File: config.mk
export PLATFORM = sky130hd
export DESIGN_NAME = result_display
export DESIGN_NICKNAME = d
export VERILOG_FILES = /design/src/rtl/result_display_pkg.sv /design/src/rtl/seg_hex_decode.sv /design/src/rtl/result_display.sv
export SDC_FILE = /design/constraint.sdc
export NUM_CORES = 1
export LEC_CHECK = 0
export ABC_AREA = 1
export CAP_MARGIN = 20
export CORE_MARGIN = 3
export CORE_UTILIZATION = 23
export DETAILED_ROUTE_END_ITERATION = 6
export MAX_ROUTING_LAYER = met4
export PLACE_DENSITY_LB_ADDON = 0.3
export SYNTH_ARGS = -nofsm -noshare
export SYNTH_HDL_FRONTEND = slang
export SYNTH_SLANG_ARGS = --single-unit
export TNS_END_PERCENT = 30
File: constraint.sdc
create_clock -name clk -period 8.68 [get_ports clk]
set_input_delay 0.868 -clock clk [delete_from_list [all_inputs] [get_ports clk]]
set_output_delay 0.868 -clock clk [all_outputs]
set_load 0.05 [all_outputs]
File: src/rtl/result_display_pkg.sv
// Shared constants for result_display: 7-segment glyphs (active-low, g..a),
// IEEE-754 single field positions and a small float classifier.
`timescale 1ns/1ps
package result_display_pkg;

    localparam int NUM_DIGITS = 8;

    localparam int SIGN_BIT = 31;
    localparam int EXP_MSB  = 30;
    localparam int EXP_LSB  = 23;
    localparam int MANT_W   = 23;

    localparam logic [6:0] SEG_HEX_0 = 7'h40;
    localparam logic [6:0] SEG_HEX_1 = 7'h79;
    localparam logic [6:0] SEG_HEX_2 = 7'h24;
    localparam logic [6:0] SEG_HEX_3 = 7'h30;
    localparam logic [6:0] SEG_HEX_4 = 7'h19;
    localparam logic [6:0] SEG_HEX_5 = 7'h12;
    localparam logic [6:0] SEG_HEX_6 = 7'h02;
    localparam logic [6:0] SEG_HEX_7 = 7'h78;
    localparam logic [6:0] SEG_HEX_8 = 7'h00;
    localparam logic [6:0] SEG_HEX_9 = 7'h10;
    localparam logic [6:0] SEG_HEX_A = 7'h08;
    localparam logic [6:0] SEG_HEX_B = 7'h03;
    localparam logic [6:0] SEG_HEX_C = 7'h46;
    localparam logic [6:0] SEG_HEX_D = 7'h21;
    localparam logic [6:0] SEG_HEX_E = 7'h06;
    localparam logic [6:0] SEG_HEX_F = 7'h0E;

    // Text glyphs; lowercase n lights c, e and g.
    localparam logic [6:0] BLANK   = 7'h7F;
    localparam logic [6:0] DASH    = 7'h3F;
    localparam logic [6:0] GLYPH_I = 7'h79;
    localparam logic [6:0] GLYPH_n = 7'h2B;
    localparam logic [6:0] GLYPH_A = 7'h08;
    localparam logic [6:0] GLYPH_F = 7'h0E;

    typedef enum logic [1:0] {
        FP_NORMAL = 2'd0,
        FP_INF    = 2'd1,
        FP_NAN    = 2'd2
    } fp_class_e;

    function automatic fp_class_e fp_classify(input logic [31:0] w);
        if (w[EXP_MSB:EXP_LSB] != 8'hFF) begin
            return FP_NORMAL;
        end else if (w[MANT_W-1:0] != '0) begin
            return FP_NAN;
        end else begin
            return FP_INF;
        end
    endfunction

endpackage

File: src/rtl/seg_hex_decode.sv
// Combinational nibble to active-low 7-segment pattern (seg[6:0] = g f e d c b a).
`timescale 1ns/1ps
module seg_hex_decode
    import result_display_pkg::*;
(
    input  logic [3:0] nibble,
    output logic [6:0] seg
);

    always_comb begin
        seg = BLANK;
        case (nibble)
            4'h0: seg = SEG_HEX_0;
            4'h1: seg = SEG_HEX_1;
            4'h2: seg = SEG_HEX_2;
            4'h3: seg = SEG_HEX_3;
            4'h4: seg = SEG_HEX_4;
            4'h5: seg = SEG_HEX_5;
            4'h6: seg = SEG_HEX_6;
            4'h7: seg = SEG_HEX_7;
            4'h8: seg = SEG_HEX_8;
            4'h9: seg = SEG_HEX_9;
            4'hA: seg = SEG_HEX_A;
            4'hB: seg = SEG_HEX_B;
            4'hC: seg = SEG_HEX_C;
            4'hD: seg = SEG_HEX_D;
            4'hE: seg = SEG_HEX_E;
            4'hF: seg = SEG_HEX_F;
            default: seg = BLANK;
        endcase
    end

endmodule

File: src/rtl/result_display.sv
// Result queue feeding a multiplexed 8-digit active-low 7-segment display.
// Define FLOAT_SPECIAL_TEXT_EN to render IEEE-754 NaN/Inf heads as text.
`timescale 1ns/1ps
module result_display
    import result_display_pkg::*;
#(
    parameter  int CLK_HZ  = 100_000_000,
    parameter  int SCAN_HZ = 1000,
    parameter  int DEPTH   = 4,
    localparam int CNT_W   = $clog2(DEPTH) + 1
) (
    input  logic             clk,
    input  logic             rst,
    input  logic             res_valid,
    input  logic [31:0]      res_data,
    output logic             res_ready,
    input  logic             next,
    output logic [6:0]       seg,
    output logic [7:0]       an,
    output logic             dp,
    output logic [CNT_W-1:0] count,
    output logic             overflow
);

    localparam int SCAN_DIV = CLK_HZ / SCAN_HZ;
    localparam int PTR_W    = $clog2(DEPTH);
    localparam int PRE_W    = $clog2(SCAN_DIV);
    localparam int DIG_W    = $clog2(NUM_DIGITS);

    localparam logic [PRE_W-1:0] PRE_LAST = PRE_W'(SCAN_DIV - 1);
    localparam logic [CNT_W-1:0] CNT_FULL = CNT_W'(DEPTH);
    localparam logic [CNT_W-1:0] CNT_ONE  = CNT_W'(1);

    logic [31:0]           mem_q [DEPTH];
    logic [PTR_W-1:0]      wr_ptr_q, wr_ptr_d;
    logic [PTR_W-1:0]      rd_ptr_q, rd_ptr_d;
    logic [CNT_W-1:0]      count_q, count_d;
    logic                  overflow_q, overflow_d;
    logic [PRE_W-1:0]      pre_q, pre_d;
    logic [DIG_W-1:0]      digit_q, digit_d;
    logic [6:0]            seg_q, seg_d;
    logic [NUM_DIGITS-1:0] an_q, an_d;
    logic                  dp_q, dp_d;

    logic        push, pop, tick, empty;
    logic [31:0] head;
    logic [3:0]  nibble;
    logic [6:0]  hex_seg, glyph;

    // Queue bookkeeping; ready comes from registered count only.
    always_comb begin
        empty      = (count_q == '0);
        push       = res_valid & res_ready;
        pop        = next & ~empty;
        wr_ptr_d   = wr_ptr_q + PTR_W'(push);
        rd_ptr_d   = rd_ptr_q + PTR_W'(pop);
        count_d    = count_q;
        if (push && !pop) begin
            count_d = count_q + CNT_ONE;
        end else if (pop && !push) begin
            count_d = count_q - CNT_ONE;
        end
        overflow_d = overflow_q | (res_valid & ~res_ready);
    end

    always_comb begin
        tick    = (pre_q == PRE_LAST);
        pre_d   = tick ? '0 : pre_q + PRE_W'(1);
        digit_d = digit_q + DIG_W'(tick);
    end

    always_ff @(posedge clk) begin
        if (push) begin
            mem_q[wr_ptr_q] <= res_data;
        end
    end

    assign head   = mem_q[rd_ptr_q];
    assign nibble = head[{digit_q, 2'b00} +: 4];

    seg_hex_decode u_hex (
        .nibble (nibble),
        .seg    (hex_seg)
    );

`ifdef FLOAT_SPECIAL_TEXT_EN
    // Inf/NaN replace the hex view; unused digits stay enabled but dark.
    always_comb begin
        glyph = hex_seg;
        case (fp_classify(head))
            FP_NAN: begin
                case (digit_q)
                    3'd2:    glyph = GLYPH_n;
                    3'd1:    glyph = GLYPH_A;
                    3'd0:    glyph = GLYPH_n;
                    default: glyph = BLANK;
                endcase
            end
            FP_INF: begin
                case (digit_q)
                    3'd3:    glyph = head[SIGN_BIT] ? DASH : BLANK;
                    3'd2:    glyph = GLYPH_I;
                    3'd1:    glyph = GLYPH_n;
                    3'd0:    glyph = GLYPH_F;
                    default: glyph = BLANK;
                endcase
            end
            default: glyph = hex_seg;
        endcase
    end
`else
    assign glyph = hex_seg;
`endif

    always_comb begin
        seg_d = empty ? BLANK : glyph;
        an_d  = empty ? '1 : ~(NUM_DIGITS'(1) << digit_q);
        dp_d  = ~((count_q > CNT_ONE) && (digit_q == '0));
    end

    always_ff @(posedge clk or posedge rst) begin
        if (rst) begin
            wr_ptr_q   <= '0;
            rd_ptr_q   <= '0;
            count_q    <= '0;
            overflow_q <= 1'b0;
            pre_q      <= '0;
            digit_q    <= '0;
            seg_q      <= BLANK;
            an_q       <= '1;
            dp_q       <= 1'b1;
        end else begin
            wr_ptr_q   <= wr_ptr_d;
            rd_ptr_q   <= rd_ptr_d;
            count_q    <= count_d;
            overflow_q <= overflow_d;
            pre_q      <= pre_d;
            digit_q    <= digit_d;
            seg_q      <= seg_d;
            an_q       <= an_d;
            dp_q       <= dp_d;
        end
    end

    assign res_ready = (count_q != CNT_FULL);
    assign count     = count_q;
    assign overflow  = overflow_q;
    assign seg       = seg_q;
    assign an        = an_q;
    assign dp        = dp_q;

endmodule

* After elaboration in Yosys (flattened, before gate mapping)
Memories as Yosys holds them, arrays and structs flattened. Index checks and enable logic that the tools add are counted.
Storage, ports and cells: memories kept 2, bits in latches 0, logic and storage cells 45, input bits 36, RAM bits 128, ROM bits 112, register bits 44
Cells by class: eq/ne operators 2, bitwise operators 8, $lt $le $gt $ge 1, reductions and logical operators 8, add/subtract/negate cells 6, shift operators 2, div/mod/pow operators 0, multiplexer cells 7, $mul 0
Memory list:
- mem_q | words 4, bits a word 32, rd ports 1, clocked after Yosys merged registers in 0, write ports 1, RTL line result_display.sv:34 | logic [31:0] mem_q [DEPTH];
- (no name shown) | words 16, bits a word 7, rd ports 1, clocked after Yosys merged registers in 0, write ports 0, RTL line seg_hex_decode.sv:12 | case (nibble)
Operators with widths (number):
- 32-bit by 6-bit indexed part select with 4-bit output | 1
- 17-bit by 1-bit adder with 17-bit output (second input constant) | 1
- 17-bit == test (second input constant) | 1
- 17-bit 2-to-1 mux | 1
- 8-bit 2-to-1 mux | 1
- 8-bit inverter | 1
- 1-bit by 3-bit << shifter with 8-bit output (first input constant) | 1
- 7-bit 2-to-1 mux | 1
- 3-bit zero test | 2
- 3-bit 2-to-1 mux | 2
- 2-bit by 1-bit adder with 2-bit output | 2
- 3-bit by 1-bit adder with 3-bit output | 1
- 3-bit by 1-bit adder with 3-bit output (second input constant) | 1
- 1-bit bitwise AND | 3
- 3-bit by 1-bit greater-than comparator with 1-bit output (second input constant) | 1
- 1-bit logical AND | 3
- 3-bit != test (second input constant) | 1
- 1-bit inverter | 3
- 3-bit by 1-bit subtractor with 3-bit output (second input constant) | 1
- 1-bit zero test | 2
- 1-bit 2-to-1 mux | 2
- 2-bit nonzero test | 1
- 1-bit bitwise OR | 1

* Depth between registers and ports, before layout
depth after elaboration 6, depth in mapped cells 18, gate-level depth less buffers 16

* Hierarchy
Synthesis repeated with hierarchy kept, for this count alone.
Unflattened totals: cells, all modules 749, area, all modules 7639.8 µm²
Modules (own cells, without submodules):
- result_display | instances 1, area each 7365.8 µm², cells an instance 700, seq. area each 4964.8 µm²
- seg_hex_decode | instances 1, area each 274.0 µm², cells an instance 49, seq. area each 0.0 µm²

* Worst setup path before layout
Ideal clock, no wire load.
path kind register to register, from register count_q[0] (netlist: count[0]), to memory mem_q[0][0] (enable), library setup time 461 ps, path buffers 0, arrival 3879 ps, required time 8219 ps, cell stages (with the launch flop) 6, slack 4340 ps, cell sequence dfrtp_1 -> inv_1 -> ha_1 -> nand2_1 -> nand2_1 -> nor3_1
On the way: longest elaborated chain between the ends 4
Ends and longest elaborated chain:
- start: declaration | RTL line result_display.sv:37 | logic [CNT_W-1:0] count_q, count_d;
- start signal: assignment | RTL line result_display.sv:135 | count_q <= count_d;
- 3-bit != test | RTL line result_display.sv:145 | assign res_ready = (count_q != CNT_FULL);
- net res_ready | RTL line result_display.sv:16 | output logic res_ready,
- 1-bit bitwise AND | RTL line result_display.sv:53 | push = res_valid & res_ready;
- 1-bit 2-to-1 mux | RTL line result_display.sv:73 | if (push) begin
- 1-bit 2-to-1 mux (implied by the code) | RTL line result_display.sv:74 | mem_q[wr_ptr_q] <= res_data;
- end: declaration | RTL line result_display.sv:34
The timed path passes the listed nets, and every way through them passes these cells.

* Worst setup path in the final report
from register count_q[0] (netlist: count[0]), to output res_ready
On the way: longest elaborated chain between the ends 1
Ends and longest elaborated chain (RTL line):
- 3-bit != test | result_display.sv:145
- end: declaration | result_display.sv:16
Every way passes these cells.

==> run_summary.xml <==
<?xml version="1.0" encoding="UTF-8"?>
<metrics>
  <group name="run_status">
    <metric name="result_of_the_run" unit="">completed</metric>
  </group>
  <group name="sta">
    <metric name="final_report_max_slew_violation_count" unit="">0</metric>
    <metric name="max_freq" unit="MHz">336</metric>
    <metric name="worst-slew-pin-transition" unit="ps">951</metric>
    <metric name="finalHoldViolCount" unit="">0</metric>
    <metric name="max_clock_skew" unit="ps">13.4</metric>
    <metric name="maxSlewHeadroom" unit="%">36.5</metric>
    <metric name="total_neg_setup_slack" unit="ps">0</metric>
    <metric name="setup_violations" unit="">0</metric>
    <metric name="period_minus_slack" unit="ps">2970</metric>
    <metric name="fin_crit_sh" unit="%">34.3</metric>
    <metric name="setup_repair_after_global_routing_missed_its_margin" unit="">false</metric>
  </group>
  <group name="worst_setup_path">
    <metric name="required" unit="ps">7810</metric>
    <metric name="critPathArrivalTime" unit="ps">2110</metric>
    <metric name="kind_of_critical_path" unit="">flop to output pin</metric>
    <metric name="critPathCaptureType" unit="">output pin</metric>
    <metric name="crit_fanout" unit="">5</metric>
    <metric name="startpoint_type" unit="">flop</metric>
  </group>
  <group name="worst_hold_path">
    <metric name="worst_hold_path_type" unit="">flop to flop</metric>
  </group>
  <group name="pwr">
    <metric name="vdd_drop_max" unit="mV">0.180</metric>
    <metric name="areal_power_density_over_the_cells" unit="nW/µm²">318</metric>
    <metric name="p_leak" unit="nW">3.59</metric>
  </group>
  <group name="yosys">
    <metric name="ys_ff_latch" unit="">172</metric>
    <metric name="fraction_of_synthesized_cell_area_taken_by_the_top_area_cell_type" unit="%">51.3</metric>
    <metric name="synth_flop_cell" unit="">sky130_fd_sc_hd__edfxtp_1</metric>
    <metric name="synthMostInstantiatedCell" unit="">sky130_fd_sc_hd__nand2_1</metric>
    <metric name="ys.warnings.count" unit="">0</metric>
    <metric name="synth_commonest_cells" unit="">sky130_fd_sc_hd__nand2_1, sky130_fd_sc_hd__edfxtp_1, sky130_fd_sc_hd__nor2_1, sky130_fd_sc_hd__inv_1, sky130_fd_sc_hd__nand3_1</metric>
    <metric name="post_synth_main_area_contributors" unit="">sky130_fd_sc_hd__edfxtp_1, sky130_fd_sc_hd__dfrtp_1, sky130_fd_sc_hd__nand2_1, sky130_fd_sc_hd__dfstp_2, sky130_fd_sc_hd__nor2_1</metric>
    <metric name="synth_async_sr_flop_share" unit="%">25.6</metric>
    <metric name="synthesis.area" unit="µm²">7490</metric>
    <metric name="yosysSeqAreaShare" unit="%">66.3</metric>
    <metric name="mappedNetlistNets" unit="">764</metric>
    <metric name="synthesis.area_per_instance" unit="µm²">10.5</metric>
    <metric name="synth_cell_type_count" unit="">35</metric>
    <metric name="synth_enable_flop_cells" unit="">128</metric>
    <metric name="synth_largest_area_cell" unit="">sky130_fd_sc_hd__edfxtp_1</metric>
    <metric name="post_synth_inst_count" unit="">712</metric>
  </group>
  <group name="layout">
    <metric name="drive_above_1_share" unit="%">9.30</metric>
    <metric name="final.fill_count" unit="">3298</metric>
    <metric name="syn2layout_area_growth" unit="%">21.2</metric>
    <metric name="post-route-cell-area" unit="µm²">9080</metric>
    <metric name="num_antenna_cells" unit="">0</metric>
    <metric name="nets" unit="">824</metric>
  </group>
  <group name="cts">
    <metric name="postCtsHoldBufs" unit="">0</metric>
    <metric name="cts.repair_timing.setup_buffer_count" unit="">0</metric>
    <metric name="cts_num_sinks" unit="">172</metric>
    <metric name="tritoncts.num_buffers" unit="">17</metric>
    <metric name="cts_root_buf" unit="">sky130_fd_sc_hd__clkbuf_16</metric>
    <metric name="cts.clk_slew.worst_paths" unit="ps">70</metric>
    <metric name="clock_tree.htree_level_count" unit="">4</metric>
    <metric name="cts_tree" unit="">done</metric>
    <metric name="cts.path.max_buffers" unit="">2</metric>
    <metric name="insertion_delay" unit="ps">430</metric>
    <metric name="post_cts_resize_count" unit="">0</metric>
  </group>
  <group name="floorplanning">
    <metric name="core_region_area" unit="µm²">31800</metric>
    <metric name="pin_count" unit="">57</metric>
    <metric name="placement_rows" unit="">65</metric>
    <metric name="die_x_extent" unit="µm">186</metric>
    <metric name="floorplan.initialDensity" unit="%">23.6</metric>
    <metric name="die_area" unit="µm²">34800</metric>
    <metric name="y_dimension_of_the_die" unit="µm">186</metric>
  </group>
  <group name="placement">
    <metric name="place.gp.congestion" unit="">0.787</metric>
    <metric name="detailedPlacementHpwl" unit="µm">11100</metric>
    <metric name="buffer_ports.inserted" unit="">56</metric>
    <metric name="dpl-instance-area" unit="µm²">8520</metric>
  </group>
  <group name="global_route">
    <metric name="grt_pass1_vias" unit="">5194</metric>
    <metric name="globalRoute.busiestLayer" unit="">met2</metric>
    <metric name="grt_util_met1" unit="%">13.7</metric>
    <metric name="globalRouteMet3Util" unit="%">2.37</metric>
    <metric name="grt_antenna_before_repair" unit="">0</metric>
    <metric name="grt_use_met2" unit="%">17.5</metric>
    <metric name="grt_util_all_layers" unit="%">10.7</metric>
    <metric name="grt_max_degree" unit="">71</metric>
    <metric name="overflow" unit="">0</metric>
    <metric name="grt_pass1_wl" unit="µm">28400</metric>
  </group>
  <group name="detailed_routing">
    <metric name="route.detailed.drc" unit="">0</metric>
    <metric name="detailroute.via_count" unit="">5002</metric>
    <metric name="drt_iter0_markers" unit="">295</metric>
    <metric name="detail_route.vias_per_cell" unit="">4.10</metric>
    <metric name="wirelength" unit="µm">17600</metric>
    <metric name="routedWlPerCell" unit="µm">14.4</metric>
    <metric name="ant_nets" unit="">0</metric>
    <metric name="detail_route.first_pass.iterations" unit="">4</metric>
  </group>
  <group name="flow_run">
    <metric name="max_cap_violations" unit="">0</metric>
  </group>
</metrics>
==> worst paths after layout <==
kind	start	end	slack (ps)	cells past startpoint
setup / recovery	count[0]$_DFFE_PP0P_	res_ready	5710	4
setup reg to reg	rd_ptr_q[1]$_DFF_PP0_	seg[3]$_DFF_PP1_	6020	15
hold reg to reg	pre_q[0]$_DFF_PP0_	pre_q[0]$_DFF_PP0_	470	1
min in group asynchronous	rst	pre_q[10]$_DFF_PP0_	960	2
max in group asynchronous	rst	rd_ptr_q[0]$_DFF_PP0_	7050	2
hold / removal	pre_q[0]$_DFF_PP0_	pre_q[0]$_DFF_PP0_	470	1
==> cell families (layout without fill, tap and decap cells) <==
logic type,count (synthesis),in the layout,synth area share [%]
DFF,172,172,66.3
buffers and inverters,94,167,5.66
adders and majority gates,16,16,2.67
AOI/OAI and AO/OA,65,65,4.56
and+or+nand+nor,356,356,19.8
xor gates and xnor gates,9,9,1.05
==> layout make-up <==
cell class	count	area [µm²]	share of cell area [%]
clock buffer	20	437	4.81
timing repair buffer	63	613	6.75
multi-input combinational	446	2120	23.4
clock inverter	12	128	1.41
sequential	172	4970	54.7
inverter	72	273	3.00
tap	435	544	5.99
==> per-stage QoR <==
stage,total power [mW],instances,hold slack (ps),util (%),setup WS (ps)
3_5_place_dp,2.19,1188,464,26.8,6010
4_1_cts,2.94,1220,473,28.6,5660
6_report,2.89,1220,468,28.6,5710
2_1_floorplan,1.91,712,425,-,4340
3_3_place_gp,2.19,1188,450,26.8,6040
5_1_grt,3.10,1220,499,28.6,5590
==> flip-flops by register name, summed over array words and instances, names as in the netlist <==
register  count
mem_q       128
pre_q        17
an            8
seg           7
count         3
digit_q       3
rd_ptr_q      2
wr_ptr_q      2
dp            1
overflow      1
==> worst max-delay path: stages, from the launching register on <==
cell	delay, ps
sky130_fd_sc_hd__dfrtp_1	430
sky130_fd_sc_hd__inv_1	110
sky130_fd_sc_hd__ha_1	240
sky130_fd_sc_hd__nand2_1	90
sky130_fd_sc_hd__clkdlybuf4s50_1	810
==> metal layers <==
metal | part of all wire (%) | vias up
li1 | - | 2473
met1 | 47 | 2427
met2 | 49 | 91
met3 | 3.2 | 11
met4 | 1.0 | 0
met5 | 0 | -
==> cell usage in the layout, fill, tap and decap left out, types with 4 or more instances in the layout <==
master / synthesis / final
sky130_fd_sc_hd__nor3_2: 1 / 5
sky130_fd_sc_hd__buf_4: 5 / 7
sky130_fd_sc_hd__xor2_1: 8 / 8
sky130_fd_sc_hd__nor2_2: 4 / 4
sky130_fd_sc_hd__nand2_2: 4 / 4
sky130_fd_sc_hd__nand2_1: 180 / 180
sky130_fd_sc_hd__o21ai_0: 24 / 24
sky130_fd_sc_hd__dfrtp_1: 28 / 27
sky130_fd_sc_hd__inv_1: 69 / 68
sky130_fd_sc_hd__nor2_1: 89 / 89
sky130_fd_sc_hd__a21oi_1: 17 / 17
sky130_fd_sc_hd__clkbuf_16: 0 / 17
sky130_fd_sc_hd__ha_1: 16 / 16
sky130_fd_sc_hd__edfxtp_1: 128 / 128
sky130_fd_sc_hd__nand3_1: 59 / 59
sky130_fd_sc_hd__dfstp_2: 16 / 16
sky130_fd_sc_hd__o21ai_1: 18 / 18
sky130_fd_sc_hd__nor3_1: 8 / 4
sky130_fd_sc_hd__clkdlybuf4s50_1: 0 / 56
==> where the power goes <==
group | total, mW | internal (mW) | switching (mW)
sequential | 1.13 | 1.08 | 0.0520
combinational | 1.02 | 0.309 | 0.712
clock | 0.741 | 0.404 | 0.337
Note: power is estimated with default switching activity, not from simulation.
